File: config.mk
export PLATFORM = sky130hd
export DESIGN_NAME = spi_adc_responder
export DESIGN_NICKNAME = d
export VERILOG_FILES = /design/src/rtl/filter_pkg.sv /design/src/rtl/sync_edge_det.sv /design/src/rtl/spi_adc_responder.sv
export SDC_FILE = /design/constraint.sdc
export NUM_CORES = 1
export LEC_CHECK = 0
export CORE_MARGIN = 2
export CORE_UTILIZATION = 45
export DETAILED_ROUTE_END_ITERATION = 10
export PLACE_DENSITY = 0.63
export SYNTH_ARGS = -nofsm -noshare
export SYNTH_HDL_FRONTEND = slang
export SYNTH_SLANG_ARGS = --single-unit
File: constraint.sdc
create_clock -name clk -period 2.2 [get_ports clk]
set_input_delay 0.44 -clock clk [delete_from_list [all_inputs] [get_ports clk]]
set_output_delay 0.44 -clock clk [all_outputs]
set_load 0.02 [all_outputs]
File: src/rtl/filter_pkg.sv
// Shared constants and state type for the ADC serial path.
// The master receiver and the DAC path use the same definitions.
package filter_pkg;

  localparam int ADC_DATA_W     = 12;
  localparam int ADC_LEAD_ZEROS = 4;
  localparam int ADC_FRAME_LEN  = ADC_LEAD_ZEROS + ADC_DATA_W;

  typedef enum logic [1:0] {
    IDLE  = 2'd0,
    SHIFT = 2'd1,
    DONE  = 2'd2
  } adc_state_e;

endpackage

File: src/rtl/sync_edge_det.sv
// Multi-flop synchronizer for an asynchronous pin, with one extra flop
// used to produce single-cycle rise/fall pulses in the clk domain.
// All flops reset to 1, which is the idle level of sclk and ss.
module sync_edge_det #(
  parameter int SYNC_STAGES = 2
) (
  input  logic clk,
  input  logic rst_n,
  input  logic d_i,
  output logic rise_o,
  output logic fall_o
);

  logic [SYNC_STAGES-1:0] sync_q;
  logic                   prev_q;

  // Shift the pin through the synchronizer chain, keep the previous level.
  always_ff @(posedge clk or negedge rst_n) begin
    if (!rst_n) begin
      sync_q <= '1;
      prev_q <= 1'b1;
    end else begin
      sync_q <= {sync_q[SYNC_STAGES-2:0], d_i};
      prev_q <= sync_q[SYNC_STAGES-1];
    end
  end

  assign rise_o =  sync_q[SYNC_STAGES-1] & ~prev_q;
  assign fall_o = ~sync_q[SYNC_STAGES-1] &  prev_q;

endmodule

File: src/rtl/spi_adc_responder.sv
// SPI slave emulating a 16-bit ADC frame: LEAD_ZEROS zero bits, then a
// DATA_W-bit sample, MSB first. miso changes after each sclk falling edge
// (the master samples on that same falling edge, before the change lands).
//
// Handshake: sample_load is a one-cycle strobe with no back-pressure; the
// word is always accepted. frame_done / frame_abort are one-cycle pulses.
module spi_adc_responder
  import filter_pkg::*;
#(
  parameter int DATA_W      = ADC_DATA_W,
  parameter int LEAD_ZEROS  = ADC_LEAD_ZEROS,
  parameter int SYNC_STAGES = 2
) (
  input  logic              clk,
  input  logic              rst,
  input  logic              sclk,
  input  logic              ss,
  input  logic [DATA_W-1:0] sample_in,
  input  logic              sample_load,
  output logic              miso,
  output logic              busy,
  output logic              frame_done,
  output logic              frame_abort,
  output logic [1:0]        state_dbg
);

  localparam int F     = LEAD_ZEROS + DATA_W;
  localparam int CNT_W = $clog2(F + 1);

  logic sclk_fall;
  logic ss_rise;
  logic ss_fall;

  sync_edge_det #(.SYNC_STAGES(SYNC_STAGES)) u_sclk_sync (
    .clk    (clk),
    .rst_n  (rst),
    .d_i    (sclk),
    .rise_o (),
    .fall_o (sclk_fall)
  );

  sync_edge_det #(.SYNC_STAGES(SYNC_STAGES)) u_ss_sync (
    .clk    (clk),
    .rst_n  (rst),
    .d_i    (ss),
    .rise_o (ss_rise),
    .fall_o (ss_fall)
  );

  adc_state_e        state_q;
  logic [DATA_W-1:0] hold_q;
  logic [F-1:0]      shift_q;
  logic [CNT_W-1:0]  count_q;
  logic              miso_q;
  logic              busy_q;
  logic              done_q;
  logic              abort_q;

  // A load in the same cycle as the ss fall bypasses the hold register.
  logic [DATA_W-1:0] load_word_d;
  logic [F-1:0]      frame_word_d;

  assign load_word_d  = sample_load ? sample_in : hold_q;
  assign frame_word_d = F'(load_word_d);

  // Hold register, FSM, shifter and all registered outputs.
  always_ff @(posedge clk or negedge rst) begin
    if (!rst) begin
      state_q <= IDLE;
      hold_q  <= '0;
      shift_q <= '0;
      count_q <= '0;
      miso_q  <= 1'b0;
      busy_q  <= 1'b0;
      done_q  <= 1'b0;
      abort_q <= 1'b0;
    end else begin
      done_q  <= 1'b0;
      abort_q <= 1'b0;
      if (sample_load) begin
        hold_q <= sample_in;
      end
      case (state_q)
        IDLE: begin
          miso_q <= 1'b0;
          busy_q <= 1'b0;
          if (ss_fall) begin
            shift_q <= frame_word_d;
            count_q <= '0;
            miso_q  <= frame_word_d[F-1];
            busy_q  <= 1'b1;
            state_q <= SHIFT;
          end
        end
        SHIFT: begin
          if (ss_rise) begin
            // Abort takes priority over a coincident sclk fall.
            abort_q <= 1'b1;
            miso_q  <= 1'b0;
            busy_q  <= 1'b0;
            state_q <= IDLE;
          end else if (sclk_fall) begin
            shift_q <= {shift_q[F-2:0], 1'b0};
            count_q <= count_q + 1'b1;
            if (count_q == CNT_W'(F - 1)) begin
              // Master has just sampled the sample LSB.
              miso_q  <= 1'b0;
              busy_q  <= 1'b0;
              done_q  <= 1'b1;
              state_q <= DONE;
            end else begin
              miso_q <= shift_q[F-2];
            end
          end
        end
        DONE: begin
          miso_q <= 1'b0;
          busy_q <= 1'b0;
          if (ss_rise) begin
            state_q <= IDLE;
          end
        end
        default: begin
          miso_q  <= 1'b0;
          busy_q  <= 1'b0;
          state_q <= IDLE;
        end
      endcase
    end
  end

  assign miso        = miso_q;
  assign busy        = busy_q;
  assign frame_done  = done_q;
  assign frame_abort = abort_q;
  assign state_dbg   = state_q;

endmodule

==> results.yml <==
run_status:
  status: "finished, final reports clean"
global_routing:
  grt_overflow: 0
  grt_pass1_vias: 1254
  grt_max_degree: 45
  grt_pass1_wl_mm: 5.67
  track_usage: 0.151
  antenna_found_initial: 0
worst_setup_path:
  cp.required_ns: 1.76
  end_kind: "primary output"
  worstSetupPathType: "flip-flop to primary output"
  r2r_cells: 4
  cp-start-kind: "flip-flop"
  cpMaxStageDelayCell: "clkdlybuf4s50_1"
  cp_max_fo: 9
  cp_top_family: "buffers and inverters"
  worstPathArrival_ns: 1.53
  cp_cell_sequence: "clkdlybuf4s50_1"
  crit_cells: 1
  critPathBufInv: 1
  cpPeakStageDelay_ns: 0.68
detailed_routing:
  drt_iter0_drc: 42
  wire_per_inst_um: 14.2
  vias: 1199
  firstDrtPassIters: 4
  ant_nets: 0
  viasPerCell: 5.26
  drc_errors: 0
  routed_wl_mm: 3.24
synth:
  syn_nets: 168
  ys_ff_latch: 44
  synth_area_um2: 1930
  yosys_warnings: 0
  synth_async_sr_flop_share: 1.00
  synth-edff-count: 0
  yosys.cell_types.count: 33
  synth_cells: 149
  synth.avg_cell_area_um2: 12.9
  seq_area_frac_synth: 0.575
  ys.flop_type: "dfrtp_1"
floorplanning:
  start_util: 0.475
  dieArea_um2: 4830
  num_rows: 23
  die_height_um: 69.5
  coreArea_um2: 4060
  io_pins: 23
  die_w_um: 69.5
cts:
  ctsResizeCount: 0
  cts_post_setup_buffers_inserted: 0
  cts.sinks: 44
  holdBufCountCts: 0
  cts_root_buffer: "clkbuf_8"
  h-tree-depth: 2
  insertion_delay_ns: 0.29
  path_clk_slew_ns: 0.08
  cts_tree: "yes"
  cts-buffers-inserted: 5
  clock_path_buffers: 2
job:
  cap_viol_max_count: 0
finish:
  layout_commonest_cell: "dfrtp_1"
  mostFrequentLayoutCells: "38 x dfrtp_1, 26 x mux2i_1, 21 x clkdlybuf4s50_1"
  multi_input_area_um2: 704
  postLayoutCellArea_um2: 2320
  layout.nets: 196
  diodes: 0
  drive_gt1_frac: 0.169
  seq_area_um2: 1110
  fin_util: 0.572
  syn_to_final_growth_pct: 20.2
  n_fill_cell: 343
timing:
  tns_ns: 0
  drv_slew: 0
  relSlewSlack: 0.641
  rsz0062_at_grt: "no"
  worstMarginPinSlew_ns: 0.539
  hold_slack_ns: 0.210
  hold_viol_final: 0
  clock-skew-final_ns: 0.00817
  max_freq_mhz: 507
  setup_violations: 0
  fin_crit_ns: 1.97
  period_share: 0.896
min_path:
  hold_class: "input port to async pin"
pwr:
  ir_drop_mv: 0.517
  cellLeakagePower_nw: 1.04
  powerDensity_nw_per_um2: 889
placement:
  place_area_um2: 2210
  place.gp.congestion: 0.721
  io_buffers: 22
  dp_hpwl_mm: 2.22
[metal layers]
| metal | vias to the layer above | share of wire | wire length [um] | global-route usage |
|---|---|---|---|---|
| li1 | 563 | - | - | - |
| met1 | 606 | 0.49 | 1570 | 0.185 |
| met2 | 28 | 0.46 | 1490 | 0.243 |
| met3 | 2 | 0.046 | 149 | 0.0596 |
| met4 | 0 | 0.0071 | 23 | 0.0523 |
| met5 | - | 0 | 0 | 0 |
[registers in the layout, indices dropped and copies added (netlist names)]
name / cells
shift_q: 15
hold_q: 12
count_q: 5
state_dbg: 2
u_sclk_sync.sync_q: 2
u_ss_sync.sync_q: 2
busy: 1
frame_abort: 1
frame_done: 1
miso: 1
u_sclk_sync.prev_q: 1
u_ss_sync.prev_q: 1
[power breakdown]
| group | switching, mW | internal [mW] | leakage [nW] |
|---|---|---|---|
| combinational | 0.187 | 0.202 | 0.458 |
| clock | 0.259 | 0.337 | 0.0552 |
| sequential | 0.0933 | 0.984 | 0.530 |
| total | 0.539 | 1.52 | 1.04 |
[worst paths after layout]
kind / to / start / slack [ns]
worst max-delay path: state_dbg[1] / state_dbg[1] / 0.23
worst min-delay path: hold_q[9] / rst / 0.21
worst max register to register: shift_q[2] / u_ss_sync.prev_q / 0.39
worst min register to register: u_sclk_sync.sync_q[1] / u_sclk_sync.sync_q[0] / 0.36
max in group asynchronous: u_sclk_sync.sync_q[1] / rst / 1.61
min in group clk: u_sclk_sync.sync_q[1] / u_sclk_sync.sync_q[0] / 0.36
[synth_stat cells (all sizes together) (2+ instances only)]
cell / count / area, um2
dfrtp: 38 / 951
nand3: 3 / 15.0
nand3b: 2 / 15.0
dfstp: 6 / 158
nand4b: 3 / 26.3
nor2b: 4 / 25.0
mux2: 12 / 135
a31oi: 2 / 27.5
o2bb2ai: 2 / 17.5
and3: 3 / 18.8
inv: 19 / 71.3
o22ai: 3 / 18.8
buf: 5 / 41.3
ha: 2 / 25.0
mux2i: 26 / 260
nand2: 4 / 15.0
nand2b: 3 / 18.8
[per-stage QoR]
| stage | instances | worst slack [ns] | power, mW |
|---|---|---|---|
| finish | 228 | 0.229 | 2.06 |
| global placement | 220 | 0.355 | 1.46 |
| detailed placement | 220 | 0.352 | 1.49 |
| global route | 228 | 0.184 | 2.20 |
| CTS | 228 | 0.221 | 2.10 |
| floorplan | 149 | 0.588 | 1.35 |
[cells by family after synthesis]
kind of cell    share of synthesized area
compound gates                     0.0506
simple gates                       0.0921
fa+ha+maj                          0.0130
buf+inv                            0.0603
mux                                 0.205
flops                               0.575
xor+xnor                          0.00454
[final cells by class]
type | count | share of cell area
clock buffers | 6 | 0.0313
clock inverters | 2 | 0.0151
inverters | 19 | 0.0307
multi-input cells | 80 | 0.304
flip-flops and latches | 44 | 0.478
well taps | 50 | 0.0270
repair buffers | 27 | 0.114
(Power assumes the default switching activity.)
